$ cat src/rtl/floo_axis_rx_splitter.sv
// Receive-side splitter: unpacks AXIS beats carrying an optional req and rsp flit
// into two independently buffered, independently flow-controlled flit streams.

// Handshake rule on every port pair: a transfer happens on a rising edge where
// valid and ready are both high; valid never waits on ready, and the payload
// holds steady while valid is high and ready is low.

module floo_axis_rx_fifo #(
  parameter int unsigned Width = 64,
  parameter int unsigned Depth = 4
) (
  input  logic                       clk_i,
  input  logic                       rst_i,
  input  logic                       push_i,
  input  logic [Width-1:0]           data_i,
  output logic                       valid_o,
  input  logic                       ready_i,
  output logic [Width-1:0]           data_o,
  output logic [$clog2(Depth):0]     usage_o,
  output logic                       full_o
);
  localparam int unsigned AW = $clog2(Depth);
  localparam int unsigned UW = AW + 1;
  localparam logic [UW-1:0] FullLevel = UW'(Depth);

  logic [Width-1:0] mem [Depth];
  logic [AW-1:0]    wr_ptr;
  logic [AW-1:0]    rd_ptr;
  logic             pop;

  assign valid_o = (usage_o != '0);
  assign full_o  = (usage_o == FullLevel);
  assign data_o  = mem[rd_ptr];
  assign pop     = valid_o & ready_i;

  // Storage is deliberately left out of reset; only the bookkeeping is cleared.
  always_ff @(posedge clk_i) begin
    if (push_i) mem[wr_ptr] <= data_i;
  end

  always_ff @(posedge clk_i) begin
    if (rst_i) begin
      wr_ptr  <= '0;
      rd_ptr  <= '0;
      usage_o <= '0;
    end else begin
      if (push_i) wr_ptr <= wr_ptr + 1'b1;
      if (pop)    rd_ptr <= rd_ptr + 1'b1;
      if (push_i && !pop)      usage_o <= usage_o + 1'b1;
      else if (!push_i && pop) usage_o <= usage_o - 1'b1;
    end
  end

  a_no_push_full: assert property (@(posedge clk_i) disable iff (rst_i) push_i |-> !full_o);
  a_no_pop_empty: assert property (@(posedge clk_i) disable iff (rst_i) pop |-> (usage_o != '0));
  a_out_stable:   assert property (@(posedge clk_i) disable iff (rst_i)
                                   (valid_o && !ready_i) |=> (valid_o && $stable(data_o)));
endmodule

module floo_axis_rx_splitter #(
  parameter int unsigned ReqDataWidth = 64,
  parameter int unsigned RspDataWidth = 64,
  parameter int unsigned Depth        = 4,
  parameter int unsigned CntWidth     = 16
) (
  input  logic                                   clk_i,
  input  logic                                   rst_i,
  input  logic                                   axis_tvalid_i,
  output logic                                   axis_tready_o,
  input  logic [ReqDataWidth+RspDataWidth+1:0]   axis_tdata_i,
  output logic                                   req_valid_o,
  input  logic                                   req_ready_i,
  output logic [ReqDataWidth-1:0]                req_data_o,
  output logic                                   rsp_valid_o,
  input  logic                                   rsp_ready_i,
  output logic [RspDataWidth-1:0]                rsp_data_o,
  output logic [$clog2(Depth):0]                 req_usage_o,
  output logic [$clog2(Depth):0]                 rsp_usage_o,
  output logic [CntWidth-1:0]                    empty_beats_o
);
  logic                    req_full, rsp_full;
  logic                    accept;
  logic                    req_bit, rsp_bit;
  logic [ReqDataWidth-1:0] beat_req_data;
  logic [RspDataWidth-1:0] beat_rsp_data;

  assign rsp_bit       = axis_tdata_i[0];
  assign beat_rsp_data = axis_tdata_i[RspDataWidth:1];
  assign req_bit       = axis_tdata_i[RspDataWidth+1];
  assign beat_req_data = axis_tdata_i[RspDataWidth+ReqDataWidth+1:RspDataWidth+2];

  // tready looks only at registered fullness, so neither downstream ready
  // reaches the link; a full FIFO costs a one-cycle bubble even if it pops.
  assign axis_tready_o = !rst_i & !req_full & !rsp_full;
  assign accept        = axis_tvalid_i & axis_tready_o;

  floo_axis_rx_fifo #(.Width(ReqDataWidth), .Depth(Depth)) i_req_fifo (
    .clk_i   (clk_i),
    .rst_i   (rst_i),
    .push_i  (accept & req_bit),
    .data_i  (beat_req_data),
    .valid_o (req_valid_o),
    .ready_i (req_ready_i),
    .data_o  (req_data_o),
    .usage_o (req_usage_o),
    .full_o  (req_full)
  );

  floo_axis_rx_fifo #(.Width(RspDataWidth), .Depth(Depth)) i_rsp_fifo (
    .clk_i   (clk_i),
    .rst_i   (rst_i),
    .push_i  (accept & rsp_bit),
    .data_i  (beat_rsp_data),
    .valid_o (rsp_valid_o),
    .ready_i (rsp_ready_i),
    .data_o  (rsp_data_o),
    .usage_o (rsp_usage_o),
    .full_o  (rsp_full)
  );

  always_ff @(posedge clk_i) begin
    if (rst_i) begin
      empty_beats_o <= '0;
    end else if (accept && !req_bit && !rsp_bit && (empty_beats_o != '1)) begin
      empty_beats_o <= empty_beats_o + 1'b1;
    end
  end
endmodule

$ cat config.mk
export PLATFORM = sky130hd
export DESIGN_NAME = floo_axis_rx_splitter
export DESIGN_NICKNAME = d
export VERILOG_FILES = /design/src/rtl/floo_axis_rx_splitter.sv
export SDC_FILE = /design/constraint.sdc
export NUM_CORES = 1
export LEC_CHECK = 0
export BUFFER_PORTS_ARGS = -buffer_cell sky130_fd_sc_hd__clkbuf_2
export CAP_MARGIN = 25
export CORE_MARGIN = 1.5
export CORE_UTILIZATION = 61
export DETAILED_ROUTE_END_ITERATION = 16
export GPL_TIMING_DRIVEN = 0
export PLACE_DENSITY_LB_ADDON = 0.08
export SLEW_MARGIN = 0
export SYNTH_ARGS = -nofsm -noshare
export SYNTH_HDL_FRONTEND = slang
export SYNTH_SLANG_ARGS = --single-unit
$ cat constraint.sdc
create_clock -name clk_i -period 7.6 [get_ports clk_i]
set_clock_uncertainty 0.05 [all_clocks]
set_input_delay 1.9 -clock clk_i [delete_from_list [all_inputs] [get_ports clk_i]]
set_output_delay 1.9 -clock clk_i [all_outputs]
set_load 0.03 [all_outputs]
Word level (Yosys, flattened, before mapping)

Memory sizes are Yosys's and may differ from the RTL's. A register that Yosys moved wholly into a read port is not among the register bits.
Cells that the tools add are included.

Bits in registers: 30
RAM bits: 512
Input bits: 135
Output and inout port bits: 153
Logic and storage cells: 60
Memories kept: 2

Memories:

| memory         | depth | width | rd ports | clocked after memory_dff | wr ports | RTL line | text |
|---|---|---|---|---|---|---|---|
| i_req_fifo.mem | 4     | 64    | 1        | 1                        | 1        | 26       | `logic [Width-1:0] mem [Depth];` |
| i_rsp_fifo.mem | 4     | 64    | 1        | 1                        | 1        | 26       |  |

$add $sub $neg: 9
Equal/unequal tests: 3
Muxes and demuxes: 12
Bitwise gates (word level): 7
Reduce and logical (&&, ||, !) cells: 20

Operators by type and width:

| kind                  | count |
|---|---|
| $add 16x1->16 const B | 1 |
| $ne 16x16->1 const B  | 1 |
| $mux 3                | 4 |
| $logic_not 1->1       | 9 |
| $add 2x1->2 const B   | 4 |
| $mux 2                | 4 |
| $and 1x1->1           | 7 |
| $logic_and 1x1->1     | 7 |
| $add 3x1->3 const B   | 2 |
| $eq 3x3->1 const B    | 2 |
| $reduce_bool 3->1     | 2 |
| $sub 3x1->3 const B   | 2 |
| $mux 1                | 4 |
| $reduce_bool 2->1     | 2 |

Longest topological paths before layout

Depth after elaboration: 10
Mapped depth: 10
Gate-level depth less buffers: 9

Hierarchy

Synthesis repeated with hierarchy kept, for this count alone.

Cell total of the unflattened synthesis: 864
Area total of the unflattened synthesis: 20,400.8 sq um

By module, submodules not included:

| module                | times used | cells an instance | area each (sq um) | seq. area each (sq um) |
|---|---|---|---|---|
| floo_axis_rx_fifo     | 2          | 378               | 9,749.4           | 7,867.5 |
| floo_axis_rx_splitter | 1          | 108               | 902.1             | 320.3 |

Least setup slack after synthesis

OpenSTA, ideal clock, no wires.

Path type: input port to output port
From: input port rst_i
To: output port axis_tready_o
Arrival: 2,950 ps
Setup slack: 2,700 ps
Stages: 3
Cells stage by stage: buf_2 clkbuf_1 nor3_1

Word-level cells in the longest chain between the ends: 3

Ends and longest elaborated chain:

| item                     | RTL line | text |
|---|---|---|
| start, declared          | 67       | `input logic rst_i,` |
| $logic_not 1->1          | 94       | `assign axis_tready_o = !rst_i & !req_full & !rsp_full;` |
| $and 1x1->1 (2 in a row) | 94       |  |
| end, declared            | 69       | `output logic axis_tready_o,` |

Every way passes these cells.

==> summary.md <==
| Metric | Value |
|---|---|
| Worst VDD drop | `approximately 0.23 mV` |
| Mapped Nets | `1006` |
| Post-Route Setup TNS | `0 ns` |
| WL per Instance | `22.32 microns` |
| TritonRoute pass-1 iters | `5` |
| Number of synthesized flops with an enable pin | `512` |
| PwrDens | `330.4 nW/um^2` |
| Crit-path max FO | `10` |
| Status | `finished, final reports clean` |
| # clock sinks | `546` |
| Worst r2r src | `i_req_fifo.usage_o[0]$_SDFFE_PP0P_` |
| Synth top area share | `between 70 and 80%` |
| Crit path to | `req_data_o[22]` |
| Die footprint | `34040 sq um` |
| Final setup vio count | `0` |
| Initial Utilization | `around three fifths` |
| GR Layer Usage met3 | `under 10%` |
| Worst Max-Slew Pin Slew | `0.9528 ns` |
| Tcrit/Tclk final | `64.76%` |
| Post-synth top cells | `edfxtp_1, mux4_2, dfxtp_1` |
| Later-pin clock latency in the skew report | `0.55 ns` |
| Fin crit period | `a little under 5 ns` |
| Max_slew headroom | `36.32%` |
| DIE WIDTH | `184.5 microns` |
| # hold bufs at CTS | `0` |
| Instance count of the mapped netlist | `858` |
| Worst path slowest cell | `buf_1` |
| # resized after CTS | `0` |
| P_leak | `between 8 and 9 nW` |
| First-pass GRT wire length | `56870 microns` |
| Post-detailed-route count of antenna-violating nets | `0` |
| Post-synthesis cell type with the largest combined area | `edfxtp_1` |
| Seq/Total Area, Yosys | `79.89%` |
| Io pins | `between 200 and 300` |
| CTS Buf Count | `51` |
| # nets final | `1353` |
| Routability cong. | `0.7567` |
| HP Class | `flip-flop to flip-flop` |
| WL final | `between 30000 and 40000 microns` |
| Unrepaired setup endpoints after global routing | `false` |
| Final instance count without filler cells | `approximately 1700` |
| Seq cells post-synth | `546` |
| Post-synthesis async set-or-reset flop share | `0%` |
| Port Buffers | `approximately 290` |
| Grt ovf | `0` |
| Slew Viols, Final | `0` |
| Clock transition at the registers of the reported paths | `0.06 ns` |
| Fin. Hold Viols | `0` |
| Area contributors post-synth | `edfxtp_1, mux4_2, dfxtp_1, xor2_1, ha_1` |
| CTS tree | `yes` |
| R2r setup slk | `roughly 4.4 ns` |
| Clock root cell | `clkbuf_16` |
| FILL cells | `1905` |
| Crit path cell chain | `clkbuf_1 > buf_1 > mux4_2 > clkbuf_2` |
| Antenna violations before repair | `4` |
| Number of DRC markers in iteration 0 | `702` |
| Design area | `23940 sq um` |
| Syn-to-layout area delta | `19.12%` |
| H-tree depth | `2` |
| Die H | `184.5 microns` |
| GRT Total Usage | `a little under a quarter` |
| Setup crit start kind | `flip-flop` |
| CP Buf/Inv Count | `3` |
| DP HPWL | `24130 microns` |
| Mapped Area | `between 20000 and 25000 sq um` |
| Worst stage delay on the critical path | `0.71 ns` |
| Count of different cell masters after synthesis | `41` |
| Core area | `32450 sq um` |
| Post-CTS Setup Bufs | `0` |
| WP data required | `between 5 and 6 ns` |
| Ys flop type | `edfxtp_1` |
| GR peak layer | `met2` |
| Layout cells sized above 1 | `41.86%` |
| Peak Freq | `0.2032 GHz` |
| Met2 usage | `37.18%` |
| Vias per Instance | `5.685` |
| Max-cap violation count | `0` |
| Placed inst area | `22330 sq um` |
| DRC | `0` |
| Top delay family on crit path | `buffers and inverters` |
| FF-to-FF End | `i_req_fifo.usage_o[2]$_SDFFE_PP0P_` |
| Vias in the first global route | `10060` |
| Crit path depth | `4` |
| Synthesized area per cell | `roughly 23 sq um` |
| Synth warnings | `0` |
| Top-count cell post-synth | `edfxtp_1` |
| Met1 Use GR | `about 30%` |
| Pin count of the biggest net entering global routing | `58` |
| Critical Path AT | `2.97 ns` |
| Critical path class | `flip-flop to output pin` |
| Vias | `9624` |
| Clock buffer depth | `3` |
| Reg2Reg Depth | `10` |
| Row count | `66` |
| Post-placement cell count | `1594` |
| Critical path capture point type | `output pin` |
==> cells in the final DEF, fill, tap and decap left out, drive strengths merged, types with 5 or more instances in the layout <==
| master | count |
|---|---|
| mux4 | 128 |
| buf | 27 |
| o211ai | 5 |
| nand3 | 6 |
| ha | 11 |
| or3 | 7 |
| mux2i | 6 |
| o21ai | 6 |
| edfxtp | 512 |
| xor2 | 16 |
| nand2 | 11 |
| inv | 9 |
| a21oi | 5 |
| and3 | 9 |
| clkinv | 27 |
| clkbuf | 364 |
| nor2 | 30 |
| dfxtp | 34 |
==> kinds of logic (layout without fill, tap and decap cells) <==
| kind of cell | count (synthesis) | count (layout) | share of synthesized area [%] |
|---|---|---|---|
| adder cells (fa/ha/maj) | 13 | 13 | 0.8841 |
| flip-flops | 546 | 546 | 79.89 |
| XOR/XNOR | 18 | 18 | 0.7845 |
| other | 0 | 4 | 0 |
| AO/OA/AOI/OAI | 21 | 21 | 0.6911 |
| buffers and inverters | 44 | 433 | 0.8779 |
| multiplexers | 135 | 135 | 14.70 |
| AND/OR/NAND/NOR | 81 | 81 | 2.173 |
==> through the flow <==
stage	hold WS (ns)	utilization [%]	power, mW	setup WS [ns]
floorplan	0.4347	-	5.006	2.700
CTS	0.4497	73.73	7.992	2.519
global placement	0.4244	68.04	5.556	1.112
global route	0.4995	73.74	8.207	2.421
finish	0.4455	73.76	7.910	2.678
detailed placement	0.4357	68.81	5.585	2.729
==> routing by layer <==
metal	vias up	wire length (microns)
li1	4314	-
met1	4972	14650
met2	278	19140
met3	58	3327
met4	2	660
met5	-	11
==> layout make-up <==
type | instances | area, sq um | area share, %
clock inverters | 34 | 240.2 | 1.004
flip-flops and latches | 546 | 16060 | 67.07
clock buffers | 61 | 1356 | 5.666
repair buffers | 294 | 1637 | 6.836
plain buffers | 36 | 146.4 | 0.6115
multi-input cells | 268 | 3911 | 16.34
inverters | 8 | 30.03 | 0.1254
well taps | 442 | 553.0 | 2.310
diodes | 4 | 10.01 | 0.04181
==> worst min-delay path by stage <==
stage,start,endpoint,slack [ns],cells past startpoint
after floorplan,i_rsp_fifo.rd_ptr[1]$_SDFFE_PP0P_,flip-flop,0.43,2
after global placement,empty_beats_o[4]$_SDFFE_PP0P_,empty_beats_o[4]$_SDFFE_PP0P_,0.42,1
after detailed placement,empty_beats_o[4]$_SDFFE_PP0P_,empty_beats_o[4]$_SDFFE_PP0P_,0.44,1
after CTS,empty_beats_o[4]$_SDFFE_PP0P_,empty_beats_o[4]$_SDFFE_PP0P_,0.45,1
after global routing,empty_beats_o[4]$_SDFFE_PP0P_,empty_beats_o[4]$_SDFFE_PP0P_,0.50,1
final,empty_beats_o[4]$_SDFFE_PP0P_,empty_beats_o[4]$_SDFFE_PP0P_,0.45,1
==> flip-flops by register name, summed over array words and instances, names as in the netlist, named ones only <==
signal	cells
empty_beats_o	16
i_rsp_fifo.wr_ptr	2
i_rsp_fifo.usage_o	3
i_req_fifo.wr_ptr	2
i_rsp_fifo.mem	256
i_req_fifo.mem	256
i_req_fifo.rd_ptr	2
i_rsp_fifo.rd_ptr	2
i_req_fifo.usage_o	3
==> power by group <==
part | total (mW) | internal [mW] | switching [mW] | leakage, nW
Combinational | 2.04 | 0.757 | 1.28 | 2.40
Clock | 2.41 | 1.37 | 1.04 | 0.785
Sequential | 3.45 | 3.41 | 0.0474 | 4.90
Total | 7.91 | 5.54 | 2.37 | 8.09
Power figures use the tool's default switching activity.
